--- src/rtl/ex_mem_flag_reg.sv ---
// ex_mem_flag_reg: EX->MEM pipeline register with condition-code register and CCR save stack
// Ports:
//   clk, rst                     clock and synchronous active-high reset
//   stall, flush                 hold everything / squash incoming EX instruction
//   ex_*                         EX-stage result, flags, flag mask, SETC/CLRC, dest and control bits
//   int_push, rti_pop            save CCR on interrupt entry / restore CCR on RTI
//   mem_*                        latched MEM-stage copies of the EX outputs
//   ccr, ccr_fwd                 registered {C,S,Z} and its forwarded view
//   stack_full/empty/err         save-stack status, err sticky until reset
// Build option FLAG_BYPASS_EN: ccr_fwd is the combinational next-CCR instead of the registered ccr.
module ex_mem_flag_reg #(
    parameter int DATA_W      = 32,
    parameter int REG_ADDR_W  = 3,
    parameter int STACK_DEPTH = 2
) (
    input  logic                  clk,
    input  logic                  rst,
    input  logic                  stall,
    input  logic                  flush,
    input  logic                  ex_valid,
    input  logic [DATA_W-1:0]     ex_result,
    input  logic [DATA_W-1:0]     ex_result_ext,
    input  logic                  ex_carry,
    input  logic                  ex_sign,
    input  logic                  ex_zero,
    input  logic [2:0]            ex_flag_mask,
    input  logic                  ex_setc,
    input  logic                  ex_clrc,
    input  logic [REG_ADDR_W-1:0] ex_rd,
    input  logic                  ex_wb_en,
    input  logic                  ex_mem_rd,
    input  logic                  ex_mem_wr,
    input  logic                  int_push,
    input  logic                  rti_pop,
    output logic                  mem_valid,
    output logic [DATA_W-1:0]     mem_result,
    output logic [DATA_W-1:0]     mem_result_ext,
    output logic [REG_ADDR_W-1:0] mem_rd,
    output logic                  mem_wb_en,
    output logic                  mem_mem_rd,
    output logic                  mem_mem_wr,
    output logic [2:0]            ccr,
    output logic [2:0]            ccr_fwd,
    output logic                  stack_full,
    output logic                  stack_empty,
    output logic                  stack_err
);
    localparam int PW = $clog2(STACK_DEPTH + 1);

    logic                  r_valid, r_wb_en, r_mem_rd, r_mem_wr, r_err;
    logic [DATA_W-1:0]     r_result, r_result_ext;
    logic [REG_ADDR_W-1:0] r_rd;
    logic [2:0]            r_ccr;
    logic [PW-1:0]         r_ptr;
    logic [2:0]            r_stack [STACK_DEPTH];

    logic       w_full, w_empty, w_push, w_pop, w_push_ok, w_pop_ok, w_take;
    logic [2:0] w_upd, w_upd_c, w_top, w_ccr_nxt;

    assign w_full    = r_ptr == PW'(STACK_DEPTH);
    assign w_empty   = r_ptr == '0;
    // simultaneous push and pop cancel each other out
    assign w_push    = int_push & ~rti_pop;
    assign w_pop     = rti_pop & ~int_push;
    assign w_push_ok = w_push & ~w_full;
    assign w_pop_ok  = w_pop & ~w_empty;
    assign w_take    = ex_valid & ~flush;
    assign w_upd     = (r_ccr & ~ex_flag_mask) | ({ex_carry, ex_sign, ex_zero} & ex_flag_mask);
    // CLRC beats SETC when both are set
    assign w_upd_c   = {ex_clrc ? 1'b0 : ex_setc ? 1'b1 : w_upd[2], w_upd[1:0]};

    always_comb begin
        w_top = '0;
        for (int i = 0; i < STACK_DEPTH; i++)
            if (r_ptr == PW'(i + 1)) w_top = r_stack[i];
    end

    // a successful pop overrides the instruction's own flag update
    assign w_ccr_nxt = stall ? r_ccr : w_pop_ok ? w_top : w_take ? w_upd_c : r_ccr;

    always_ff @(posedge clk) begin
        if (rst) begin
            r_valid      <= 1'b0;
            r_result     <= '0;
            r_result_ext <= '0;
            r_rd         <= '0;
            r_wb_en      <= 1'b0;
            r_mem_rd     <= 1'b0;
            r_mem_wr     <= 1'b0;
            r_ccr        <= '0;
            r_ptr        <= '0;
            r_err        <= 1'b0;
            for (int i = 0; i < STACK_DEPTH; i++) r_stack[i] <= '0;
        end else if (!stall) begin
            r_valid      <= w_take;
            r_result     <= flush ? '0 : ex_result;
            r_result_ext <= flush ? '0 : ex_result_ext;
            r_rd         <= flush ? '0 : ex_rd;
            r_wb_en      <= w_take & ex_wb_en;
            r_mem_rd     <= w_take & ex_mem_rd;
            r_mem_wr     <= w_take & ex_mem_wr;
            r_ccr        <= w_ccr_nxt;
            for (int i = 0; i < STACK_DEPTH; i++)
                if (w_push_ok && r_ptr == PW'(i)) r_stack[i] <= r_ccr;
            r_ptr        <= w_push_ok ? r_ptr + 1'b1 : w_pop_ok ? r_ptr - 1'b1 : r_ptr;
            r_err        <= r_err | (w_push & w_full) | (w_pop & w_empty);
        end
    end

    assign mem_valid      = r_valid;
    assign mem_result     = r_result;
    assign mem_result_ext = r_result_ext;
    assign mem_rd         = r_rd;
    assign mem_wb_en      = r_wb_en;
    assign mem_mem_rd     = r_mem_rd;
    assign mem_mem_wr     = r_mem_wr;
    assign ccr            = r_ccr;
    assign stack_full     = w_full;
    assign stack_empty    = w_empty;
    assign stack_err      = r_err;
`ifdef FLAG_BYPASS_EN
    assign ccr_fwd        = w_ccr_nxt;
`else
    assign ccr_fwd        = r_ccr;
`endif
endmodule

--- config.mk ---
export PLATFORM = sky130hd
export DESIGN_NAME = ex_mem_flag_reg
export DESIGN_NICKNAME = d
export VERILOG_FILES = /design/src/rtl/ex_mem_flag_reg.sv
export SDC_FILE = /design/constraint.sdc
export NUM_CORES = 1
export LEC_CHECK = 0
export BUFFER_PORTS_ARGS = -buffer_cell sky130_fd_sc_hd__buf_2
export CAP_MARGIN = 15
export CELL_PAD_IN_SITES_DETAIL_PLACEMENT = 1
export CELL_PAD_IN_SITES_GLOBAL_PLACEMENT = 1
export CORE_UTILIZATION = 31
export DETAILED_ROUTE_END_ITERATION = 8
export PLACE_DENSITY = 0.8
export SKIP_LAST_GASP = 1
export SYNTH_ARGS = -nofsm -noshare
export SYNTH_HDL_FRONTEND = slang
export SYNTH_SLANG_ARGS = --single-unit
export TNS_END_PERCENT = 5
--- constraint.sdc ---
create_clock -name clk -period 2.4 [get_ports clk]
set_input_delay 0.72 -clock clk [delete_from_list [all_inputs] [get_ports clk]]
set_output_delay 0.72 -clock clk [all_outputs]
set_load 0.005 [all_outputs]
==> results of run 1 <==
-- synth_stat cells (2+ instances only) --
library cell / number
clkbuf_1: 14
and2_1: 3
a21oi_1: 9
nand2_1: 5
ha_1: 3
a211oi_1: 3
dfxtp_1: 77
a22oi_1: 69
buf_1: 7
buf_4: 3
edfxtp_1: 6
a21o_1: 2
nor2_1: 83
nand3b_1: 3
buf_2: 6
or3b_1: 2
nor2b_1: 2
inv_1: 2
-- cell families (layout without fill, tap and decap cells) --
group / after synthesis / count (layout) / share of synthesized area
AO/OA/AOI/OAI: 88 / 88 / 0.213
XOR/XNOR: 1 / 1 / 0.00289
adder cells (fa/ha/maj): 3 / 3 / 0.0124
buffers and inverters: 32 / 188 / 0.0458
flip-flops: 83 / 83 / 0.568
AND/OR/NAND/NOR: 108 / 108 / 0.158
-- routing by layer --
layer	vias to the layer above	global-route usage	part of all wire
li1	1413	-	-
met1	1348	0.198	0.42
met2	92	0.315	0.52
met3	8	0.0451	0.058
met4	0	0.0613	0.011
met5	-	0	0
-- critical path, stage by stage, from the launching register on --
cell and delay (ns):
dfxtp_1 0.38, inv_1 0.09, ha_1 0.22, buf_4 0.17, buf_2 0.13
-- registers in the layout, indices dropped and copies added, names as in the netlist, named ones only --
| name | count |
|---|---|
| mem_result | 32 |
| ccr | 1 |
| mem_wb_en | 1 |
| mem_mem_wr | 1 |
| r_stack | 6 |
| mem_mem_rd | 1 |
| stack_err | 1 |
| r_ptr | 2 |
| mem_result_ext | 32 |
| mem_valid | 1 |
| mem_rd | 3 |
-- final timing paths --
kind	from	endpoint	slack, ns	depth (start not counted)
max reg2reg	r_ptr[0]$_SDFFE_PP0P_	flip-flop	0.43	6
max	r_ptr[0]$_SDFFE_PP0P_	stack_full	0.38	4
min reg2reg	stack_err$_SDFFE_PP0N_	stack_err$_SDFFE_PP0N_	0.48	2
min	stack_err$_SDFFE_PP0N_	stack_err$_SDFFE_PP0N_	0.48	2
-- report_power, final --
part	internal, mW	switching, mW	leakage, nW
clock network	0.469	0.483	0.0952
logic	0.148	0.166	1.18
registers	1.45	0.0288	0.691
-- final cells by class --
class | instances | area [um^2] | share of cell area
clock inverter | 5 | 55.1 | 0.0133
tap | 129 | 161 | 0.0391
inverter | 2 | 7.51 | 0.00182
multi-input combinational | 200 | 1180 | 0.285
timing repair buffer | 172 | 881 | 0.213
sequential | 83 | 1720 | 0.417
clock buffer | 9 | 124 | 0.0300
-- metrics by stage --
| step | utilization | cell area (um^2) | setup WS (ns) | cells | hold slack [ns] |
|---|---|---|---|---|---|
| 6_report | 0.441 | 4130 | 0.383 | 600 | 0.475 |
| 5_1_grt | 0.441 | 4130 | 0.278 | 600 | 0.490 |
| 4_1_cts | 0.441 | 4130 | 0.342 | 600 | 0.478 |
| 3_5_place_dp | 0.421 | 3950 | 0.294 | 586 | 0.454 |
| 3_3_place_gp | 0.421 | 3950 | 0.345 | 586 | 0.451 |
| 2_1_floorplan | - | 3030 | 0.524 | 315 | 0.460 |
-- layout by cell type, fill, tap and decap left out, drive strengths merged --
master,n
and2,3
buf,172
or3b,2
nand3b,3
a2111oi,2
nand3,1
nand2,5
a22oi,69
nor4,1
a211oi,3
clkinv,3
ha,3
or2,2
o211a,1
a21oi,9
nor3,2
inv,3
nand2b,1
o31ai,1
dfxtp,77
nor2b,2
nor3b,2
nand4b,1
nor2,83
clkbuf,9
edfxtp,6
bufinv,1
o21ai,1
a21o,2
xnor2,1
==> run_results.csv, run 1 <==
group,metric,value,unit
status,status,"finished clean",
global_route,grt_max_degree,50,
logic_synthesis,ys_seq_area_frac,0.568,
timing,fmax,496,MHz
floorplanning,die_area,10200,um^2
setup_path,critPathLaunchType,"flip-flop",
place,place.gp.congestion,0.754,
floorplanning,fp.dieW,101,um
drt,viasPerCell,4.77,
timing,rsz0062_at_grt,"false",
logic_synthesis,synth_area,3030,um^2
setup_path,crit_arrival,1.30,ns
clock_network,post_cts_resized,0,
logic_synthesis,syn-num-nets,403,
place,io_buffer_count,164,
final_layout,fillers,1160,
clock_network,numCtsBuffers,9,
clock_network,clk_pin_slew_worst_paths,0.08,ns
logic_synthesis,async_flop_share,0,
clock_network,cts_tree,"done",
clock_network,clock_latency,0.33,ns
clock_network,clock-root-buffer,"clkbuf_8",
logic_synthesis,synth_area_leaders,"dfxtp_1 51%, a22oi_1 17%, nor2_1 10%, edfxtp_1 5.9%, clkbuf_1 1.7%",
final_layout,fin_nets,556,
power_and_ir_drop,leakage,1.97,nW
logic_synthesis,ys_ff_latch,83,
clock_network,htreeDepth,3,
global_route,grt_pass1_vias,2891,
floorplanning,row_count,35,
floorplanning,ios,165,
logic_synthesis,avgSynthCellArea,9.62,um^2
setup_path,cp-end-kind,"output port",
timing,fin_crit,2.02,ns
power_and_ir_drop,p_per_area,664,nW/um^2
timing,fin_skew,0.00966,ns
clock_network,postCtsSetupRepairBufs,0,
timing,relSlewSlack,0.662,
clock_network,cts_buffer_depth,2,
place,dp_hpwl,6.58,mm
clock_network,postCtsHoldBufs,0,
logic_synthesis,netlist_instances,315,
logic_synthesis,synth.top_cell.area_share,0.508,
drt,drt-initial-drc-count,37,
global_route,track_usage,0.174,
global_route,grt-ovfl-total,0,
floorplanning,core,9370,um^2
logic_synthesis,yosys_warnings,0,
power_and_ir_drop,p_total,2.74,mW
clock_network,cts.sinks,83,
timing,setup_viol,0,
global_route,grt_pass1_wl,13.8,mm
logic_synthesis,synth_edf_count,6,
final_layout,area_growth,36.2,%
final_layout,num_antenna_cells,0,
logic_synthesis,synth_area_leader_cell,"dfxtp_1",
drt,post_drt_wl_per_cell,14.8,um
timing,fin_tns_setup,0,ns
logic_synthesis,synth_cell_types,34,
drt,antenna_left,0,
drt,drt-total-wl,8.85,mm
global_route,antenna_found_initial,0,
drt,drc,0,
floorplanning,start_util,0.323,
flow_run,cap_violations,0,
floorplanning,chipHeight,101,um
timing,maxSlewViolCount,0,
worst_hold_path,hp-class,"flip-flop to flip-flop",
timing,fin_crit_sh,0.841,
timing,worst_pin_slew,0.507,ns
logic_synthesis,ys.flop_type,"dfxtp_1",
drt,drtPass1Iterations,4,
power_and_ir_drop,ir_drop,306,uV
setup_path,crit_type,"flip-flop to output port",
setup_path,cp_max_fo,8,
drt,vias,2861,
final_layout,drive_above_1_share,0.406,
setup_path,required,1.68,ns
timing,hold_viol,0,
(Power assumes the default switching activity.)
==> run 2, diff against run 1 <==
==> constraint.sdc (replaced) <==
create_clock -name clk -period 2 [get_ports clk]
set_input_delay 0.6 -clock clk [delete_from_list [all_inputs] [get_ports clk]]
set_output_delay 0.6 -clock clk [all_outputs]
set_load 0.005 [all_outputs]
==> run 2 against run 1 <==
Utilization up 0.76 points. Die area unchanged. Routed wire length up 2.5%. Non-clock buffer count up 2. Global-route usage up 0.59 points. Sequential power up 20%. Clock-buffer cell count up 3. Power up 25%. Sequential share of layout area down 0.71 points. Largest cell class unchanged.
==> run_results.csv, run 2 (same netlist as run 1, synthesis figures left out) <==
group,metric,value,unit
status,status,"finished clean",
clock_network,cts_tree,"done",
timing,worst_slack,0.0832,ns
timing,relSlewSlack,0.682,
timing,fin_crit_sh,0.958,
power_and_ir_drop,p_comb_frac,0.113,
global_route,grt.busiest_layer,"met2",
floorplanning,ios,165,
floorplanning,core,9370,um^2
setup_path,crit_arrival,1.32,ns
clock_network,post_cts_resized,0,
setup_path,critPathLaunchType,"flip-flop",
setup_path,required,1.40,ns
clock_network,postCtsSetupRepairBufs,0,
global_route,grt_max_degree,45,
final_layout,fin_util,0.448,
floorplanning,chipHeight,101,um
clock_network,postCtsHoldBufs,0,
floorplanning,start_util,0.323,
clock_network,clk_pin_slew_worst_paths,0.09,ns
global_route,grt.met2_usage,0.326,
power_and_ir_drop,p_total,3.43,mW
clock_network,clock_latency,0.33,ns
timing,fmax,522,MHz
clock_network,htreeDepth,3,
setup_path,cp-end-kind,"output port",
timing,fin_skew,0.00645,ns
flow_run,cap_violations,0,
power_and_ir_drop,p_int,2.58,mW
power_and_ir_drop,leakage,2.00,nW
timing,fin_crit,1.92,ns
clock_network,cts_buffer_depth,2,
place,dp_slack,0.101,ns
timing,maxSlewViolCount,0,
drt,drc,0,
global_route,track_usage,0.180,
clock_network,numCtsBuffers,9,
clock_network,cts.sinks,83,
global_route,grt-ovfl-total,0,
power_and_ir_drop,ir_drop,388,uV
global_route,grt.met1_usage,0.206,
drt,drt-total-wl,9.07,mm
clock_network,clock-root-buffer,"clkbuf_8",
floorplanning,row_count,35,
final_layout,drive_above_1_share,0.406,
drt,vias,2895,
global_route,antenna_found_initial,0,
worst_hold_path,hp-class,"input port to flip-flop",
setup_path,crit_type,"flip-flop to output port",
place,place.gp.congestion,0.791,
floorplanning,die_area,10200,um^2
drt,viasPerCell,4.79,
place,dp_hpwl,6.72,mm
drt,drt-initial-drc-count,34,
power_and_ir_drop,p_seq_frac,0.516,
final_layout,fillers,1167,
drt,post_drt_wl_per_cell,15.0,um
drt,drtPass1Iterations,6,
timing,hold_viol,0,
final_layout,final_cell_mix,"164 x buf_2, 82 x nor2_1, 77 x dfxtp_1",
floorplanning,fp.dieW,101,um
place,placed_area,3990,um^2
power_and_ir_drop,p_clk_frac,0.371,
timing,setup_viol,0,
final_layout,fin_nets,558,
power_and_ir_drop,power_switching,0.847,mW
timing,worst_pin_slew,0.478,ns
timing,fin_tns_setup,0,ns
final_layout,design_area,4200,um^2
power_and_ir_drop,p_per_area,817,nW/um^2
final_layout,final_common_cell,"buf_2",
timing,rsz0062_at_grt,"false",
final_layout,num_antenna_cells,0,
global_route,grt_pass1_vias,2973,
final_layout,area_growth,38.5,%
place,io_buffer_count,164,
drt,antenna_left,0,
setup_path,cp_max_fo,8,
power_and_ir_drop,power_switching_share,0.247,
global_route,grt_util_met3,0.0499,
global_route,grt_pass1_wl,14.2,mm
## run 2: changes by cell type in the layout (fill, tap and decap cells not counted), sizes merged
cell / change
clkinv: -2
inv: +1
clkbuf: +3
buf: +2
## run 2: worst paths after layout
| path | from | slack (ns) | to | cells after the start |
|---|---|---|---|---|
| worst max register to register | r_ptr[0]$_SDFFE_PP0P_ | 0.12 | r_stack[0][1]$_DFFE_PP_ | 6 |
| worst max-delay path | r_ptr[0]$_SDFFE_PP0P_ | 0.08 | stack_full | 4 |
| worst min register to register | stack_err$_SDFFE_PP0N_ | 0.49 | stack_err$_SDFFE_PP0N_ | 2 |
| worst min-delay path | ex_result_ext[26] | 0.49 | mem_result_ext[26]$_SDFFE_PP0N_ | 3 |
## run 2: stage by stage
stage	instances	hold slack, ns
detailed placement	588	0.471
floorplan	315	0.460
global placement	588	0.453
finish	604	0.490
global route	604	0.478
CTS	604	0.471
## run 2: worst max-delay path, cell delays in order (launching register included)
cell and delay (ns):
dfxtp_1 0.38, inv_1 0.08, ha_1 0.22, buf_4 0.17, buf_2 0.13
## run 2: area by class of cell
type	instances	area (um^2)	area share
sequential	83	1720	0.410
clock inverter	4	53.8	0.0128
timing repair buffer	174	921	0.219
inverter	2	7.51	0.00179
tap	129	161	0.0384
clock buffer	12	156	0.0372
multi-input combinational	200	1180	0.281
## run 2: power groups by stage
stage / Clock (mW) / Sequential, mW / Combinational [mW]
after floorplan: 0 / 1.81 / 0.181
after global placement: 0 / 1.81 / 0.378
after detailed placement: 0 / 1.81 / 0.392
after CTS: 1.31 / 1.77 / 0.394
after global routing: 1.39 / 1.78 / 0.432
final: 1.27 / 1.77 / 0.387
## run 2: metal layers
metal,vias to the layer above,routed length [um]
li1,1421,-
met4,0,58
met5,-,0
met2,93,4710
met1,1377,3750
met3,4,554
==> run 3, diff against run 2 <==
--- a/config.mk
+++ b/config.mk
@@ -5,13 +5,14 @@
 export SDC_FILE = /design/constraint.sdc
 export NUM_CORES = 1
 export LEC_CHECK = 0
+export ABC_AREA = 1
 export BUFFER_PORTS_ARGS = -buffer_cell sky130_fd_sc_hd__buf_2
 export CAP_MARGIN = 15
 export CELL_PAD_IN_SITES_DETAIL_PLACEMENT = 1
 export CELL_PAD_IN_SITES_GLOBAL_PLACEMENT = 1
 export CORE_UTILIZATION = 31
 export DETAILED_ROUTE_END_ITERATION = 8
-export PLACE_DENSITY = 0.8
+export PLACE_DENSITY = 0.82
 export SKIP_LAST_GASP = 1
 export SYNTH_ARGS = -nofsm -noshare
 export SYNTH_HDL_FRONTEND = slang
==> run 3 against run 2 <==
Global-route usage is 0.36 points higher. Largest power group unchanged. Non-clock buffer count stayed put. Area after synthesis grew 4.9%. Worst setup slack gained 0.032 ns.
==> run_results.csv, run 3 <==
group,metric,value,unit
timing,hold_viol,0,
status,status,"finished clean",
place,place.gp.congestion,0.748,
timing,setup_viol,0,
logic_synthesis,synthXorXnorAreaFrac,0,
final_layout,fin_util,0.439,
power_and_ir_drop,leakage,2.11,nW
logic_synthesis,synth.top_cell.area_share,0.485,
timing,fin_crit_sh,0.943,
logic_synthesis,yosys_warnings,0,
logic_synthesis,synth_edf_count,6,
worst_hold_path,holdPathStages,2,
power_and_ir_drop,p_seq_frac,0.514,
setup_path,r2r_slack,0.24,ns
logic_synthesis,synth_most_common_cell,"nand2_1",
clock_network,numCtsBuffers,9,
logic_synthesis,ys_ff_latch,83,
final_layout,fin_nets,661,
drt,drtPass1Iterations,4,
timing,relSlewSlack,0.678,
global_route,grt_max_degree,46,
timing,fin_skew,0.00936,ns
power_and_ir_drop,p_int,2.56,mW
drt,antenna_left,0,
clock_network,cts.sinks,83,
setup_path,r2r-end,"r_stack[0][0]$_DFFE_PP_",
clock_network,clock-root-buffer,"clkbuf_8",
final_layout,drive_above_1_share,0.332,
floorplanning,start_util,0.322,
floorplanning,core,9860,um^2
clock_network,cts_tree,"done",
worst_hold_path,hold_end,"mem_rd[0]$_SDFFE_PP0N_",
logic_synthesis,avgSynthCellArea,7.68,um^2
clock_network,cts_buffer_depth,2,
floorplanning,chipHeight,103,um
place,io_buffer_count,164,
logic_synthesis,netlist_instances,414,
setup_path,cp-end-kind,"output port",
logic_synthesis,syn-num-nets,502,
setup_path,ff2ff_path_depth,5,
setup_path,max_stage_delay,0.37,ns
setup_path,cpMaxStageDelayCell,"dfxtp_1",
timing,fin_tns_setup,0,ns
final_layout,final_common_cell,"nand2_1",
logic_synthesis,synth_area_leaders,"dfxtp_1 48%, nand2_1 20%, a21oi_1 11%, edfxtp_1 5.7%, nand3_1 2.4%",
power_and_ir_drop,ir_drop,315,uV
setup_path,crit_type,"flip-flop to output port",
setup_path,cp_max_fo,5,
final_layout,final_cell_mix,"171 x nand2_1, 164 x buf_2, 77 x dfxtp_1",
logic_synthesis,synth-compound-area-share,0.119,
setup_path,critPathLaunchType,"flip-flop",
drt,drt-initial-drc-count,69,
logic_synthesis,synth_top_family_by_area,"simple AND/OR/NAND/NOR gates",
logic_synthesis,async_flop_share,0,
global_route,grt_pass1_wl,14.9,mm
global_route,grt_pass1_vias,3294,
power_and_ir_drop,p_comb_frac,0.117,
power_and_ir_drop,power_switching_share,0.255,
drt,post_drt_wl_per_cell,13.5,um
logic_synthesis,synthTopCellsByCount,"171 x nand2_1, 77 x dfxtp_1, 72 x a21oi_1, 18 x inv_1, 18 x nor2_1",
timing,rsz0062_at_grt,"false",
drt,vias,3236,
logic_synthesis,ys.flop_type,"dfxtp_1",
logic_synthesis,muxShareOfSynthArea,0,
timing,maxSlewViolCount,0,
logic_synthesis,synth_area,3180,um^2
setup_path,required,1.40,ns
floorplanning,die_area,10700,um^2
final_layout,fillers,1277,
worst_hold_path,holdCritStartpoint,"mem_rd[0]$_SDFFE_PP0N_",
floorplanning,fp.dieW,103,um
power_and_ir_drop,p_per_area,795,nW/um^2
drt,viasPerCell,4.54,
floorplanning,ios,165,
clock_network,htreeDepth,3,
global_route,track_usage,0.184,
power_and_ir_drop,p_clk_frac,0.369,
drt,drt-total-wl,9.62,mm
global_route,grt-ovfl-total,0,
timing,fmax,530,MHz
logic_synthesis,yosys.area_share.simple,0.262,
final_layout,area_growth,36.2,%
logic_synthesis,synth_area_leader_cell,"dfxtp_1",
setup_path,reg2reg_from,"r_ptr[0]$_SDFFE_PP0P_",
timing,worst_pin_slew,0.484,ns
global_route,antenna_found_initial,1,
timing,fin_crit,1.89,ns
flow_run,cap_violations,0,
clock_network,clock_latency,0.35,ns
clock_network,clk_pin_slew_worst_paths,0.09,ns
power_and_ir_drop,power_switching,0.876,mW
logic_synthesis,ys_seq_area_frac,0.542,
place,dp_hpwl,7.22,mm
logic_synthesis,synthAdderAreaFrac,0.0118,
setup_path,crit_arrival,1.29,ns
drt,drc,0,
worst_hold_path,hp-class,"flip-flop to flip-flop",
floorplanning,row_count,36,
clock_network,postCtsSetupRepairBufs,0,
logic_synthesis,synth_cell_types,19,
setup_path,cp_cell_sequence,"inv_1 -> ha_1 -> buf_4 -> buf_2",
-- run 3: cell types whose count changed after synthesis, moves of 4 or more --
cell and change:
a21oi_1 +63, inv_1 +16, nor2_1 -65, nand3_1 +14, nand2_1 +166, buf_4 +4
clkbuf_1 -8, a22oi_1 -69
-- run 3: layout make-up --
type,count,area (um^2),share of cell area
Sequential cell,83,1720,0.398
Antenna cell,2,5.00,0.00116
Timing Repair Buffer,174,908,0.210
Clock inverter,5,58.8,0.0136
Multi-Input combinational cell,287,1250,0.289
Clock buffer,11,151,0.0350
Tap cell,133,166,0.0384
Inverter,18,67.6,0.0156
-- run 3: cells by family (layout without fill, tap and decap cells) --
group	Yosys count	count (layout)
compound gates	75	75
fa+ha+maj	3	3
buf+inv	44	208
flops	83	83
other cells	0	2
simple gates	209	209
-- run 3: worst max path at each step --
stage,cells after the start,startpoint,slack (ns),end
floorplan,4,stall,0.39,r_stack[0][0]$_DFFE_PP_
global placement,4,stall,0.30,r_stack[0][4]$_DFFE_PP_
detailed placement,4,rti_pop,0.10,r_stack[0][4]$_DFFE_PP_
CTS,4,r_ptr[0]$_SDFFE_PP0P_,0.09,stack_full
global route,4,r_ptr[0]$_SDFFE_PP0P_,0.04,stack_full
finish,4,r_ptr[0]$_SDFFE_PP0P_,0.11,stack_full
-- run 3: metal layers --
layer	wire length, um	global-route usage
met2	5160	0.347
met4	182	0.0899
met3	500	0.0423
met5	0	0
met1	3780	0.191
-- run 3: worst max-delay path, delay by kind of cell, from the launching register on --
family / cells / cell delay [ns]
buffers and inverters: 3 / 0.37
flip-flops: 1 / 0.37
adder cells (fa/ha/maj): 1 / 0.21
-- run 3: through the flow --
stage / instances / power [mW] / cell area, um^2 / hold slack (ns) / setup slack, ns
after floorplan: 414 / 2.01 / 3180 / 0.453 / 0.388
after global placement: 695 / 2.20 / 4110 / 0.442 / 0.299
after detailed placement: 695 / 2.22 / 4110 / 0.451 / 0.102
after CTS: 711 / 3.51 / 4320 / 0.464 / 0.0868
after global routing: 711 / 3.64 / 4320 / 0.474 / 0.0421
final: 713 / 3.44 / 4330 / 0.462 / 0.115
-- run 3: power by group through the flow --
stage | sequential (mW) | clock (mW) | combinational [mW]
finish | 1.77 | 1.27 | 0.403
global route | 1.78 | 1.41 | 0.457
CTS | 1.77 | 1.33 | 0.411
detailed placement | 1.81 | 0 | 0.409
global placement | 1.80 | 0 | 0.391
floorplan | 1.81 | 0 | 0.194
-- run 3: timing repair --
item / 4_1_cts / 5_1_grt
endpoints found under the hold margin: 0 / 0
resized for setup: 0 / 1
hold buffers: 0 / 0
setup endpoints to repair: 0 / 1
